$ cat config.mk
export PLATFORM = sky130hd
export DESIGN_NAME = pe2_rr_arb_flat
export DESIGN_NICKNAME = d
export VERILOG_FILES = /design/src/rtl/pe2_rr_arb_pkg.sv /design/src/rtl/pe2_rr_arb_if.sv /design/src/rtl/pe2_rr_arb_pe_lsb.sv /design/src/rtl/pe2_rr_arb.sv /design/src/flat_wrapper.sv
export SDC_FILE = /design/constraint.sdc
export NUM_CORES = 1
export LEC_CHECK = 0
export ABC_AREA = 1
export BUFFER_PORTS_ARGS = -buffer_cell sky130_fd_sc_hd__buf_4
export CAP_MARGIN = 20
export CELL_PAD_IN_SITES_DETAIL_PLACEMENT = 1
export CELL_PAD_IN_SITES_GLOBAL_PLACEMENT = 1
export CORE_MARGIN = 5
export CORE_UTILIZATION = 37
export CTS_BUF_LIST = sky130_fd_sc_hd__clkbuf_16
export CTS_CLUSTER_SIZE = 30
export DETAILED_ROUTE_END_ITERATION = 10
export GPL_TIMING_DRIVEN = 0
export PLACE_DENSITY = 0.94
export SYNTH_ARGS = -nofsm -noshare
export SYNTH_HDL_FRONTEND = slang
export SYNTH_SLANG_ARGS = --single-unit
export TNS_END_PERCENT = 100
$ cat constraint.sdc
create_clock -name CLK -period 6.2 [get_ports CLK]
set_input_delay 1.24 -clock CLK [delete_from_list [all_inputs] [get_ports CLK]]
set_output_delay 1.24 -clock CLK [all_outputs]
set_load 0.03 [all_outputs]
$ cat src/rtl/pe2_rr_arb_pkg.sv
// pe2_rr_arb_pkg: shared defaults and width helper for the round-robin multi-grant arbiter
package pe2_rr_arb_pkg;
  localparam int DEF_WIDTH = 8;
  localparam int DEF_NUM_GRANTS = 2;
  function automatic int idx_w(input int n);
    return (n > 1) ? $clog2(n) : 1;
  endfunction
endpackage

$ cat src/rtl/pe2_rr_arb_if.sv
// pe2_rr_arb_if: request/grant bundle between requestors (master) and the arbiter (slave)
interface pe2_rr_arb_if
  import pe2_rr_arb_pkg::*;
#(
  parameter int WIDTH = DEF_WIDTH,
  parameter int NUM_GRANTS = DEF_NUM_GRANTS
);
  localparam int IW = idx_w(WIDTH);
  localparam int CW = $clog2(NUM_GRANTS + 1);
  logic [WIDTH-1:0] req_vec;
  logic ack_ready;
  logic [NUM_GRANTS-1:0][WIDTH-1:0] grant_one_hot;
  logic [NUM_GRANTS-1:0][IW-1:0] grant_index;
  logic [NUM_GRANTS-1:0] grant_valid;
  logic [CW-1:0] grant_count;
  logic [WIDTH-1:0] grant_union;
  logic [IW-1:0] prio_ptr;
  modport master (
    output req_vec, ack_ready,
    input grant_one_hot, grant_index, grant_valid, grant_count, grant_union, prio_ptr
  );
  modport slave (
    input req_vec, ack_ready,
    output grant_one_hot, grant_index, grant_valid, grant_count, grant_union, prio_ptr
  );
endinterface

$ cat src/rtl/pe2_rr_arb_pe_lsb.sv
// pe2_rr_arb_pe_lsb: combinational lowest-set-bit finder (one-hot, index, found)
module pe2_rr_arb_pe_lsb
  import pe2_rr_arb_pkg::*;
#(
  parameter int WIDTH = DEF_WIDTH
) (
  input  logic [WIDTH-1:0]        i_vec,
  output logic [WIDTH-1:0]        o_one_hot,
  output logic [idx_w(WIDTH)-1:0] o_index,
  output logic                    o_found
);
  localparam int IW = idx_w(WIDTH);
  assign o_one_hot = i_vec & (~i_vec + 1'b1);
  assign o_found = |i_vec;
  always_comb begin
    o_index = '0;
    for (int i = 0; i < WIDTH; i++) o_index = o_index | (o_one_hot[i] ? IW'(i) : '0);
  end
endmodule

$ cat src/rtl/pe2_rr_arb.sv
// pe2_rr_arb: round-robin arbiter granting up to NUM_GRANTS requests per cycle from a rotating pointer
module pe2_rr_arb
  import pe2_rr_arb_pkg::*;
#(
  parameter int WIDTH = DEF_WIDTH,
  parameter int NUM_GRANTS = DEF_NUM_GRANTS
) (
  input logic        CLK,
  input logic        nRST,
  pe2_rr_arb_if.slave bus
);
  localparam int IW = idx_w(WIDTH);
  localparam int CW = $clog2(NUM_GRANTS + 1);
  logic [IW-1:0]    r_ptr;
  logic [IW-1:0]    w_last;
  logic [IW-1:0]    w_next_ptr;
  logic [CW-1:0]    w_count;
  logic [WIDTH-1:0] w_union;
  logic [WIDTH-1:0] w_v [NUM_GRANTS];
  logic [WIDTH-1:0] w_oh [NUM_GRANTS];
  logic [WIDTH-1:0] w_oh_out [NUM_GRANTS];
  logic [IW-1:0]    w_pos [NUM_GRANTS];
  logic [IW-1:0]    w_idx [NUM_GRANTS];
  logic [NUM_GRANTS-1:0] w_found;
  // rotate so the pointer position lands on bit 0
  assign w_v[0] = (bus.req_vec >> r_ptr) | (bus.req_vec << (WIDTH - int'(r_ptr)));
  for (genvar k = 0; k < NUM_GRANTS; k++) begin : g_stage
    logic [IW:0] w_sum;
    pe2_rr_arb_pe_lsb #(.WIDTH(WIDTH)) u_lsb (
      .i_vec     (w_v[k]),
      .o_one_hot (w_oh[k]),
      .o_index   (w_pos[k]),
      .o_found   (w_found[k])
    );
    if (k < NUM_GRANTS - 1) begin : g_next
      assign w_v[k+1] = w_v[k] & (w_v[k] - 1'b1);
    end
    assign w_oh_out[k] = (w_oh[k] << r_ptr) | (w_oh[k] >> (WIDTH - int'(r_ptr)));
    assign w_sum = {1'b0, w_pos[k]} + {1'b0, r_ptr};
    assign w_idx[k] = !w_found[k] ? '0 :
                      (w_sum >= (IW+1)'(WIDTH)) ? IW'(w_sum - (IW+1)'(WIDTH)) : IW'(w_sum);
  end
  always_comb begin
    w_count = '0;
    w_union = '0;
    w_last = '0;
    bus.grant_one_hot = '0;
    bus.grant_index = '0;
    for (int i = 0; i < NUM_GRANTS; i++) begin
      w_count = w_count + CW'(w_found[i]);
      w_union = w_union | w_oh_out[i];
      w_last = w_found[i] ? w_idx[i] : w_last;
      bus.grant_one_hot[i] = w_oh_out[i];
      bus.grant_index[i] = w_idx[i];
    end
  end
  assign w_next_ptr = (w_last == IW'(WIDTH - 1)) ? '0 : w_last + 1'b1;
  assign bus.grant_valid = w_found;
  assign bus.grant_count = w_count;
  assign bus.grant_union = w_union;
  assign bus.prio_ptr = r_ptr;
  always_ff @(posedge CLK or negedge nRST) begin
    if (!nRST) r_ptr <= '0;
    else if (bus.ack_ready && w_found[0]) r_ptr <= w_next_ptr;
  end
endmodule

$ cat src/flat_wrapper.sv
// flat-port wrapper written by rule: the top's interface ports become plain ports
module pe2_rr_arb_flat import pe2_rr_arb_pkg::*;
#(
  parameter int WIDTH = DEF_WIDTH,
  parameter int NUM_GRANTS = DEF_NUM_GRANTS
)
  (CLK, nRST, bus_req_vec, bus_ack_ready, bus_grant_one_hot, bus_grant_index, bus_grant_valid, bus_grant_count, bus_grant_union, bus_prio_ptr);
  pe2_rr_arb_if #(.WIDTH(WIDTH), .NUM_GRANTS(NUM_GRANTS)) bus_i ();
  input logic CLK;
  input logic nRST;
  input wire logic [$bits(bus_i.req_vec)-1:0] bus_req_vec;
  input wire logic [$bits(bus_i.ack_ready)-1:0] bus_ack_ready;
  output wire logic [$bits(bus_i.grant_one_hot)-1:0] bus_grant_one_hot;
  output wire logic [$bits(bus_i.grant_index)-1:0] bus_grant_index;
  output wire logic [$bits(bus_i.grant_valid)-1:0] bus_grant_valid;
  output wire logic [$bits(bus_i.grant_count)-1:0] bus_grant_count;
  output wire logic [$bits(bus_i.grant_union)-1:0] bus_grant_union;
  output wire logic [$bits(bus_i.prio_ptr)-1:0] bus_prio_ptr;
  assign bus_i.req_vec = bus_req_vec;
  assign bus_i.ack_ready = bus_ack_ready;
  assign bus_grant_one_hot = bus_i.grant_one_hot;
  assign bus_grant_index = bus_i.grant_index;
  assign bus_grant_valid = bus_i.grant_valid;
  assign bus_grant_count = bus_i.grant_count;
  assign bus_grant_union = bus_i.grant_union;
  assign bus_prio_ptr = bus_i.prio_ptr;
  pe2_rr_arb #(.WIDTH(WIDTH), .NUM_GRANTS(NUM_GRANTS)) u_core (.CLK(CLK), .nRST(nRST), .bus(bus_i));
endmodule
## Word level (Yosys, flattened, before mapping)

Cells that the tools add are included.

| cells by class | value |
|---|---|
| add/subtract/negate cells | 10 |
| $lt $le $gt $ge | 2 |
| equality and inequality tests | 1 |
| shift-type cells | 6 |
| muxes and demuxes | 21 |
| bitwise operators | 21 |
| reductions and logical operators | 3 |

Operator list:

| kind | number |
|---|---|
| $shr 8x32->8 | 2 |
| $mux 3 | 15 |
| $or 8x8->8 | 4 |
| $shl 8x32->8 | 1 |
| $and 8x8->8 | 3 |
| $or 3x3->3 | 6 |
| $add 8x1->8 const B | 2 |
| $not 8->8 | 2 |
| $reduce_or 8->1 | 2 |
| $shl 8x3->8 | 2 |
| $add 3x3->4 | 2 |
| $ge 4x4->1 const B | 2 |
| $mux 2 | 4 |
| $shr 8x3->8 | 1 |
| $sub 8x1->8 const B | 1 |
| $or 2x3->3 | 2 |
| $sub 3x1->3 const B | 2 |
| $sub 4x3->5 const A | 1 |
| $or 1x2->2 | 2 |
| $or 2x2->2 | 2 |
| $add 3x1->3 const B | 1 |
| $eq 3x3->1 const B | 1 |
| $add 1x1->2 | 1 |
| $mux 1 | 2 |
| $logic_and 1x1->1 | 1 |

| word-level totals | value |
|---|---|
| flip-flop bits (word level) | 3 |
| bits of input ports | 11 |
| output and inout bits | 37 |

## Longest topological paths before layout

Gate-level depths: netlist of the first run.

| depth | value |
|---|---|
| word-level depth | 22 |
| mapped depth | 30 |
| mapped depth without buffers | 27 |

## Cells and area by module

From an unflattened synthesis of the first run, not the netlist that was laid out.

| second synthesis, totals | value |
|---|---|
| cells, all modules | 446 |
| area, all modules | 2190.9 um^2 |

By module, submodules not included:

| module | instances | cells an instance | area an instance (um^2) | seq. area each (um^2) |
|---|---|---|---|---|
| pe2_rr_arb | 1 | 378 | 1850.5 | 75.1 |
| pe2_rr_arb_pe_lsb | 2 | 34 | 170.2 | 0.0 |

## Worst setup path before layout of the first run

Ideal clock, no wire load.

| timing | value |
|---|---|
| path type | register to output |
| from | register u_core.r_ptr[0] (netlist: u_core.bus.prio_ptr[0]) |
| to | output bus_grant_index[5] |
| arrival | 4.224 ns |
| path slack | 0.736 ns |
| cell stages (with the launch flop) | 25 |
| path through | dfrtp_1 inv_2 buf_6 clkbuf_1 clkbuf_1 ha_1 inv_1 buf_2 nand3_1 nand2_1 nor2_1 nor2_1 nand3_1 nor2_4 nand2_1 nand2_1 nor2_2 nand2_4 nand4_1 ha_1 fa_1 xor2_1 nand2_1 nand2_1 nor2_1 |

| on the way | value |
|---|---|
| longest elaborated chain between the ends | 19 |

Ends and longest elaborated chain:

| what | RTL line | source |
|---|---|---|
| start: declaration | pe2_rr_arb.sv:14 | `logic [IW-1:0] r_ptr;` |
| start signal: assignment | pe2_rr_arb.sv:64 | `else if (bus.ack_ready && w_found[0]) r_ptr <= w_next_ptr;` |
| $sub 4x3->5 | pe2_rr_arb.sv:26 | `assign w_v[0] = (bus.req_vec >> r_ptr) \| (bus.req_vec << (WIDTH - int'(r_ptr)));` |
| $shl 8x32->8 | pe2_rr_arb.sv:26 |  |
| $or 8x8->8 | pe2_rr_arb.sv:26 |  |
| $sub 8x1->8 | pe2_rr_arb.sv:36 | `assign w_v[k+1] = w_v[k] & (w_v[k] - 1'b1);` |
| $and 8x8->8 | pe2_rr_arb.sv:36 |  |
| $not 8->8 | pe2_rr_arb_pe_lsb.sv:13 | `assign o_one_hot = i_vec & (~i_vec + 1'b1);` |
| $add 8x1->8 | pe2_rr_arb_pe_lsb.sv:13 |  |
| $and 8x8->8 | pe2_rr_arb_pe_lsb.sv:13 |  |
| $mux 1 / $mux 2 (equally long branches) | pe2_rr_arb_pe_lsb.sv:17 | `for (int i = 0; i < WIDTH; i++) o_index = o_index \| (o_one_hot[i] ? IW'(i) : '0);` |
| $or 1x2->2 | pe2_rr_arb_pe_lsb.sv:17 |  |
| $or 2x2->2 | pe2_rr_arb_pe_lsb.sv:17 |  |
| $or 2x3->3 | pe2_rr_arb_pe_lsb.sv:17 |  |
| $or 3x3->3 (3 in series) | pe2_rr_arb_pe_lsb.sv:17 |  |
| $add 3x3->4 | pe2_rr_arb.sv:39 | `assign w_sum = {1'b0, w_pos[k]} + {1'b0, r_ptr};` |
| $ge 4x4->1 / $sub 3x1->3 (equally long branches) | pe2_rr_arb.sv:41 | `(w_sum >= (IW+1)'(WIDTH)) ? IW'(w_sum - (IW+1)'(WIDTH)) : IW'(w_sum);` |
| $mux 3 | pe2_rr_arb.sv:41 |  |
| $mux 3 * | pe2_rr_arb.sv:40 | `assign w_idx[k] = !w_found[k] ? '0 :` |
| end: declaration | flat_wrapper.sv:14 | `output wire logic [$bits(bus_i.grant_index)-1:0] bus_grant_index;` |

Mark *: on every way between the ends. The rest lies on a longest branch, timed or not.

## Worst setup path after layout of the first run

| timing | value |
|---|---|
| from | register u_core.r_ptr[1] (netlist: u_core.bus.prio_ptr[1]) |
| to | output bus_grant_index[5] |

Same word-level chain as after synthesis.

==> results of run 1 <==
-- worst paths after layout --
| kind | cells past startpoint | startpoint | to |
|---|---|---|---|
| min in group CLK | 4 | u_core.bus.prio_ptr[0] | u_core.bus.prio_ptr[0] |
| max in group asynchronous | 1 | nRST | u_core.bus.prio_ptr[2] |
| worst max register to register | 24 | u_core.bus.prio_ptr[1] | u_core.bus.prio_ptr[0] |
| worst min register to register | 4 | u_core.bus.prio_ptr[0] | u_core.bus.prio_ptr[0] |
| worst min-delay path | 1 | nRST | u_core.bus.prio_ptr[0] |
| worst max-delay path | 23 | u_core.bus.prio_ptr[1] | bus_grant_index[5] |
-- logic make-up after synthesis --
family                   Yosys count  share of synthesized area (%)
AO/OA/AOI/OAI                     33                          8.466
XOR/XNOR                           3                          1.155
adder cells (fa/ha/maj)            8                          5.058
buffers and inverters             64                          12.31
flip-flops                         3                          3.298
AND/OR/NAND/NOR                  324                          69.71
-- cells in the final DEF, fill, tap and decap left out, types with 6 or more instances in the layout --
| cell type | instances |
|---|---|
| nand4_1 | 9 |
| nand3_1 | 79 |
| o21ai_0 | 8 |
| buf_4 | 49 |
| ha_1 | 6 |
| nand2_1 | 158 |
| a21oi_1 | 10 |
| inv_1 | 28 |
| nand2_2 | 17 |
| nor2_1 | 26 |
| nand3_2 | 9 |
| nor2_4 | 6 |
| inv_2 | 12 |
-- repair_timing --
action | in CTS | in global routing
gates resized for setup | 1 | 3
hold buffers | 0 | 0
setup endpoints to repair | 1 | 2
cloned | 0 | 0
-- layout make-up --
cell class | instances | area [sq um]
fill | 901 | 3157
multi-input combinational | 368 | 1921
timing repair buffer | 47 | 352.8
inverter | 42 | 160.2
buffer | 20 | 117.6
tap | 75 | 93.84
sequential | 3 | 75.07
clock buffer | 3 | 75.07
clock inverter | 1 | 3.754
-- metal layers --
layer | up-vias | global-route usage [%]
met5 | - | 0
met4 | 0 | 5.082
met3 | 15 | 2.700
met2 | 125 | 44.26
met1 | 1502 | 32.69
li1 | 1512 | -
-- per-stage QoR --
stage          setup WS (ns)  hold WS, ns  util (%)
2_1_floorplan         0.7356       0.9444         -
3_3_place_gp          0.2497       0.9454     45.71
3_5_place_dp          0.1256       0.9721     45.71
4_1_cts              0.03942       0.7991     47.00
5_1_grt              0.02310       0.7970     47.00
6_report              0.3134       0.7972     47.00
-- worst register-to-register path: cells and delay by family (launching register included) --
kind	cells	cell delay [ns]
compound gates	2	0.25
fa+ha+maj	5	1.51
buf+inv	4	1.06
flops	1	0.57
simple gates	13	1.63
-- Yosys cell counts, types with 2 or more instances --
cell        n
nand3_4     2
nor2_4      6
buf_1       3
nor2_2      5
o21ai_0     8
buf_4       2
a21oi_1    10
clkinv_1    2
nand4_1     9
and2_1      2
nand3_2     9
nand2_4     4
buf_6       3
inv_1      27
nor3_1      2
clkbuf_1    8
a31oi_1     3
inv_2      12
ha_1        6
o21ai_1     5
buf_2       6
o211ai_1    4
nor2_1     26
nand2_2    17
xor2_1      2
fa_1        2
dfrtp_1     3
nand2_1   158
nand3_1    79
==> flow_summary.toml, run 1 <==
[sta]
setup_viol = 0
worst_pin_slew_ns = 0.6817
number_of_hold_violations_in_the_final_report = 0
summed_negative_setup_slack_over_all_endpoints_ns = 0
final_period_minus_worst_setup_slack_ns = 5.887
fin_crit_sh_pct = 94.94
skew_ns = 0.001755
maxSlewViolCount = 0
grt_setup_unrepaired = "no"
max_clock_freq_mhz = 169.9
slew_headroom_pct = 54.56

[placed_design]
numPlacedInstances = 557
gp_congestion = 0.9689
detail_placement_hpwl_um = 7475
number_of_buffers_inserted_by_port_buffering = 47
placedInstanceArea_sq_um = 2723

[layout]
fraction_of_final_layout_cells_sized_beyond_drive_strength_1_pct = 25.41
finish.cell_count_without_fillers = 559
largest_register_ffs = 3
diodes = 0
finish.net_count = 504
area_growth_pct = 22.98
design_area_sq_um = 2799

[synthesis]
synthesis.area_per_instance_sq_um = 5.232
ys.flop_type = "dfrtp_1"
yosys_register_bits = 3
synth_area_leaders = "nand2_1 (26%), nand3_1 (17%), nand2_2 (4.7%)"
netlist-cell-type-count = 39
synth_top_area_share_pct = 26.06
synth_enable_flop_cells = 0
yosysSeqAreaShare_pct = 3.299
synthesis.nets = 454
synthArstFlopShare_pct = 100.0
number_of_warnings_reported_in_the_yosys_synthesis_log = 0
synthDominantAreaCellType = "nand2_1"
syn-instance-count = 435
netlist_area_sq_um = 2276

[drt]
detail_route.drc_violations = 0
detail_route.wirelength_um = 9337
drtIter0Drc = 330
routedWlPerCell_um = 16.70
route.detailed.vias_per_inst = 5.642
highest-signal-layer = "met4"
ant_nets = 0
firstDrtPassIters = 5
via_count = 3154
met2WireLength_um = 4659
m1WireLength_um = 3978
met3_wirelength_um = 571

[worst_setup_path]
timing.critical_path.buf_inv = 5
crit_required_ns = 4.96
timing.critical_path.fanout_max = 19
ff2ff_setup_slack_ns = 1.11
worstSetupEndpointType = "primary output"
cp-start-kind = "flop"
timing.critical_path.cells = "inv_1, clkbuf_4, ha_1, inv_1, buf_2, nand3_1, nand2_1, nor2_1, nor2_1, nand3_1, nor2_4, nand2_1, nand2_1, nor2_2, nand2_4, nand4_1, ha_1, fa_1, xor2_1, nand2_1, nand2_1, nor2_1, buf_4"
critical_path.most_common_cell = "nand2_1"
criticalPathCategory = "reg2out"
critical_path.max_stage_delay_ns = 0.57
crit_family = "simple AND/OR/NAND/NOR gates"
worst-endpoint-arrival_ns = 4.65
crit_path_top_delay_cell = "dfrtp_1"

[global_routing]
grt_max_degree = 20
grt_first_pass_wirelength_um = 15600
antenna_found_initial = 0
vias_in_the_first_global_route = 3244
all_layer_global_routing_usage_pct = 24.98
grt_remaining_overflow = 0

[floorplanning]
start_util_pct = 38.21
core_sq_um = 5956
die_y_um = 88.43
die_w_um = 88.43
floorplan.rows = 28
fp.dieArea_sq_um = 7820
num_io_pins = 48

[clocking]
worst_setup_hold_path_clk_slew_ns = 0.03
clock_insertion_delay_worst_skew_ns = 0.23
cts_tree = "built"
post_cts_setup_inserts = 0
cts.path.max_buffers = 2
cts_bufs_inserted = 3
cts.root.buffer_cell = "clkbuf_16"
clock_sinks = 3
cts_max_level = 1

[run_status]
run_status = "completed"

[worst_hold_path]
holdCritPathClass = "in2async"

[flow_run]
max_cap_viol_count = 0
Power of run 1 is not shown: default switching activity piles up to over one toggle a cycle in this logic, so the estimate is an artifact.
==> run 2, diff against run 1 <==
- CAP_MARGIN: 20 -> default
- CTS_BUF_LIST: sky130_fd_sc_hd__clkbuf_16 -> default
- clock period: 6.2 -> 5.95 ns (I/O delays scaled with it)
==> flow_summary.toml, run 2 (same netlist as run 1, synthesis figures left out) <==
[global_routing]
grt_max_degree = 20
all_layer_global_routing_usage_pct = 24.50
vias_in_the_first_global_route = 3227
grt_first_pass_wirelength_um = 15410
antenna_found_initial = 0
grt_remaining_overflow = 0

[layout]
largest_register_ffs = 3
finish.net_count = 503
diodes = 0
num-fill-cells = 905
layout.cells.most_common = "nand2_1"
fraction_of_final_layout_cells_sized_beyond_drive_strength_1_pct = 25.47
finalCoreUtilization_pct = 46.43
area_growth_pct = 21.50
mostFrequentLayoutCells = "nand2_1 (158), nand3_1 (79), buf_4 (49)"
design_area_sq_um = 2765

[floorplanning]
fp.dieArea_sq_um = 7820
die_y_um = 88.43
start_util_pct = 38.21
die_w_um = 88.43
core_sq_um = 5956
num_io_pins = 48
floorplan.rows = 28

[worst_setup_path]
cp-start-kind = "flop"
crit_path_top_delay_cell = "dfrtp_2"
critical_path.most_common_cell = "nand2_1"
criticalPathCategory = "reg2out"
worstSetupEndpointType = "primary output"
crit_family = "simple AND/OR/NAND/NOR gates"
crit-reg2reg-capture = "u_core.bus.prio_ptr[0]"
r2r-start = "u_core.bus.prio_ptr[1]"
timing.critical_path.cells = "inv_1, buf_6, ha_1, inv_1, buf_2, nand3_1, nand2_1, nor2_1, nor2_1, nand3_1, nor2_4, nand2_1, nand2_1, nor2_2, nand2_4, nand4_1, ha_1, fa_1, xor2_1, nand2_1, nand2_1, nor2_1, buf_4"
rr_worst_depth = 24
critical_path.max_stage_delay_ns = 0.48
ff2ff_setup_slack_ns = 1.14
timing.critical_path.fanout_max = 19
timing.critical_path.buf_inv = 5
crit_required_ns = 4.76
worst-endpoint-arrival_ns = 4.38

[clocking]
cts_bufs_inserted = 3
clock_insertion_delay_worst_skew_ns = 0.21
cts_tree = "built"
clock_sinks = 3
worst_setup_hold_path_clk_slew_ns = 0.03
cts-hold-fix-buffers = 0
cts.root.buffer_cell = "clkbuf_8"
cts.path.max_buffers = 2
post_cts_setup_inserts = 0
cts_max_level = 1

[sta]
slew_headroom_pct = 53.26
maxSlewViolCount = 0
skew_ns = 0.0003377
worst_pin_slew_ns = 0.7011
number_of_hold_violations_in_the_final_report = 0
worst_hold_slack_ns = 0.7617
fin_crit_sh_pct = 93.64
setup_viol = 0
final_period_minus_worst_setup_slack_ns = 5.571
grt_setup_unrepaired = "no"
post-route-worst-setup-slack_ns = 0.3786
max_clock_freq_mhz = 179.5

[drt]
detail_route.drc_violations = 0
via_count = 3125
routedWlPerCell_um = 16.55
firstDrtPassIters = 5
drtIter0Drc = 330
ant_nets = 0
detail_route.wirelength_um = 9237
route.detailed.vias_per_inst = 5.600

[worst_hold_path]
holdCritPathClass = "in2async"

[placed_design]
detail_placement_hpwl_um = 7475
placedInstanceArea_sq_um = 2723
gp_congestion = 0.9689
place_ws_ns = -0.07435
number_of_buffers_inserted_by_port_buffering = 47

[flow_run]
max_cap_viol_count = 0

[run_status]
run_status = "completed"
==> run 2: layout make-up <==
class                   count  area, sq um  share of cell area [%]
inverters                  42        160.2                   5.792
well taps                  75        93.84                   3.394
flip-flops and latches      3        76.32                   2.760
multi-input cells         368         1921                   69.46
clock buffers               4        45.04                   1.629
plain buffers              19        116.4                   4.208
repair buffers             47        352.8                   12.76
==> run 2: per-layer routing <==
metal	track usage [%]	part of all wire, %
met2	43.64	50
met1	32.24	42
met4	4.533	1.0
met3	2.328	6.6
met5	0	0
==> run 2: timing repair <==
action	4_1_cts	5_1_grt
gates resized for setup	2	4
pin swaps	0	0
endpoints found under the setup margin	2	2
endpoints found under the hold margin	0	0
==> run 2: how the worst max path moves through the flow <==
stage                                       from            endpoint  slack (ns)  cells past startpoint
after floorplan           u_core.bus.prio_ptr[0]  bus_grant_index[5]        0.54                     24
final                     u_core.bus.prio_ptr[1]  bus_grant_index[5]        0.38                     23
after global placement    u_core.bus.prio_ptr[1]  bus_grant_index[5]        0.05                     24
after detailed placement  u_core.bus.prio_ptr[0]  bus_grant_index[5]       -0.07                     24
after global routing      u_core.bus.prio_ptr[1]  bus_grant_index[5]        0.08                     23
after CTS                 u_core.bus.prio_ptr[1]  bus_grant_index[5]        0.17                     23
==> run 2: stage by stage <==
step	cells	setup TNS [ns]
after floorplan	435	0
after global placement	557	0
after detailed placement	557	-0.07435
after CTS	559	0
after global routing	558	0
final	558	0
Power of run 2 is left out for the same reason.
==> run 3, diff against run 2 <==
- ABC_AREA: 1 -> default
- CORE_MARGIN: 5 -> 1
- CORE_UTILIZATION: 37 -> 45
- PLACE_DENSITY: 0.94 -> 0.95
- clock period: 5.95 -> 6.55 ns (I/O delays scaled with it)
==> flow_summary.toml, run 3 <==
[synthesis]
synth-xor-area-share_pct = 2.268
yosys_register_bits = 3
synthArstFlopShare_pct = 100.0
ys.flop_type = "dfrtp_1"
fraction_of_the_mapped_netlist_area_in_compound_gates_pct = 39.13
post_synth_mux_area_share_pct = 13.61
synthDominantAreaCellType = "mux4_2"
most_used_standard_cells_in_the_synthesized_netlist = "nand2_1 (39), nor2_1 (26), o21ai_0 (25)"
synth_top_area_share_pct = 5.955
syn-instance-count = 362
synthesis.nets = 381
post_synth_and_or_nand_nor_area_fraction_pct = 29.11
number_of_warnings_reported_in_the_yosys_synthesis_log = 0
synthesis.area_per_instance_sq_um = 7.314
synth_area_leaders = "mux4_2 (6.0%), nand2_1 (5.5%), o21ai_0 (4.7%)"
yosysSeqAreaShare_pct = 2.836
synth_top_family_by_area = "compound AO/OA/AOI/OAI gates"
synth_enable_flop_cells = 0
netlist_area_sq_um = 2648
post_synth_adder_cell_area_pct = 4.348
netlist-cell-type-count = 84
synth.most_common_cell = "nand2_1"

[worst_hold_path]
min_path_cells = 3
hold_path_startpoint = "u_core.bus.prio_ptr[0]"
worstHoldEndpoint = "u_core.bus.prio_ptr[0]"
holdCritPathClass = "reg2reg"

[layout]
fraction_of_final_layout_cells_sized_beyond_drive_strength_1_pct = 31.57
layout.cells.most_common = "buf_4"
mostFrequentLayoutCells = "buf_4 (56), nand2_1 (39), nor2_1 (26)"
largest_register_ffs = 3
diodes = 0
area_growth_pct = 22.16
finish.net_count = 435
design_area_sq_um = 3234

[worst_setup_path]
criticalPathCategory = "reg2out"
r2r-start = "u_core.bus.prio_ptr[0]"
worstSetupEndpointType = "primary output"
timing.critical_path.fanout_max = 10
worst-endpoint-arrival_ns = 5.13
timing.critical_path.cells = "buf_6, buf_6, buf_6, clkinv_4, clkbuf_4, ha_1, buf_4, buf_6, mux4_2, a221oi_4, nand4_4, or3_1, nand3_2, o2111ai_1, ha_1, fa_1, xnor2_2, xnor2_2, nor2_1, buf_4"
timing.critical_path.buf_inv = 8
rr_worst_depth = 23
cp-start-kind = "flop"
crit-reg2reg-capture = "u_core.bus.prio_ptr[0]"
ff2ff_setup_slack_ns = 0.99
critical_path.max_stage_delay_ns = 0.42
critical_path.most_common_cell = "buf_6"
crit_required_ns = 5.24
crit_family = "buffers and inverters"
crit_path_top_delay_cell = "dfrtp_2"

[clocking]
worst_setup_hold_path_clk_slew_ns = 0.04
cts_bufs_inserted = 3
clock_sinks = 3
clock_insertion_delay_worst_skew_ns = 0.24
cts_tree = "built"
cts.path.max_buffers = 2
cts.root.buffer_cell = "clkbuf_8"
cts_max_level = 1
cts-hold-fix-buffers = 0

[global_routing]
grt_first_pass_wirelength_um = 18750
grt_max_degree = 11
all_layer_global_routing_usage_pct = 40.08
vias_in_the_first_global_route = 3439
grt_remaining_overflow = 0
antenna_found_initial = 0

[placed_design]
number_of_buffers_inserted_by_port_buffering = 46
detail_placement_hpwl_um = 9471
gp_congestion = 1.019
placedInstanceArea_sq_um = 3083

[floorplanning]
die_y_um = 78.71
fp.dieArea_sq_um = 6194
floorplan.rows = 27
start_util_pct = 47.50
die_w_um = 78.71
num_io_pins = 48
core_sq_um = 5574

[sta]
worst_pin_slew_ns = 0.8365
setup_viol = 0
slew_headroom_pct = 43.93
skew_ns = 0.01047
maxSlewViolCount = 0
fin_crit_sh_pct = 98.38
final_period_minus_worst_setup_slack_ns = 6.444
number_of_hold_violations_in_the_final_report = 0
max_clock_freq_mhz = 155.2

[drt]
route.detailed.vias_per_inst = 7.148
detail_route.wirelength_um = 12480
routedWlPerCell_um = 25.63
ant_nets = 0
drtIter0Drc = 546
via_count = 3481
detail_route.drc_violations = 0
firstDrtPassIters = 6

[run_status]
run_status = "completed"

[flow_run]
max_cap_viol_count = 0
==> run 3: per-layer routing <==
metal / wire, um / global-route usage [%] / vias up
met5: 0 / 0 / -
met3: 1210 / 6.897 / 61
met4: 571 / 24.63 / 0
met1: 5134 / 52.01 / 1685
li1: - / - / 1487
met2: 5565 / 61.30 / 248
==> run 3: worst max-delay path by stage <==
stage                                       from            endpoint  slack, ns  cells past startpoint
after floorplan           u_core.bus.prio_ptr[0]  bus_grant_index[5]       0.26                     19
after global placement    u_core.bus.prio_ptr[0]  bus_grant_index[5]      -0.54                     20
after detailed placement  u_core.bus.prio_ptr[0]  bus_grant_index[5]      -0.63                     20
after CTS                 u_core.bus.prio_ptr[1]  bus_grant_index[5]       0.01                     19
after global routing      u_core.bus.prio_ptr[0]  bus_grant_index[5]      -0.03                     20
final                     u_core.bus.prio_ptr[0]  bus_grant_index[5]       0.11                     20
==> run 3: final cells by class <==
cell class	instances	area [sq um]
multi-input combinational	319	2396
inverter	9	38.79
sequential	3	77.57
fill	722	2340
tap	72	90.09
buffer	30	211.5
clock buffer	4	45.04
timing repair buffer	50	375.4
==> run 3: tightest hold or removal path, stage by stage, from the launching register on <==
cell	delay [ns]
dfrtp_2	0.42
ha_1	0.18
a21o_1	0.11
o31ai_1	0.07
==> run 3: what timing repair did <==
| action | 4_1_cts | 5_1_grt |
|---|---|---|
| gates resized for setup | 12 | 11 |
| pin swaps | 1 | 3 |
| setup endpoints to repair | 32 | 3 |
| setup buffers | 1 | 3 |
| gates cloned | 0 | 0 |
==> run 3: kinds of logic (layout without fill, tap and decap cells) <==
logic type                 after synthesis  in the layout
muxes                                   26             26
AOI/OAI and AO/OA                      137            137
xor gates and xnor gates                 6              6
and+or+nand+nor                        142            142
buffers and inverters                   40             93
adders and majority gates                8              8
DFF                                      3              3
==> run 3: through the flow <==
| step | setup TNS [ns] | util (%) | setup slack, ns | instances | hold slack, ns |
|---|---|---|---|---|---|
| floorplan | 0 | - | 0.2607 | 362 | 0.9344 |
| global placement | -3.047 | 55.31 | -0.5381 | 480 | 0.8443 |
| detailed placement | -4.590 | 55.31 | -0.6341 | 480 | 0.8674 |
| CTS | 0 | 57.15 | 0.01153 | 485 | 0.8513 |
| global route | -0.02904 | 58.02 | -0.02904 | 487 | 0.8487 |
| finish | 0 | 58.02 | 0.1064 | 487 | 0.8227 |
Power of run 3 is left out for the same reason.
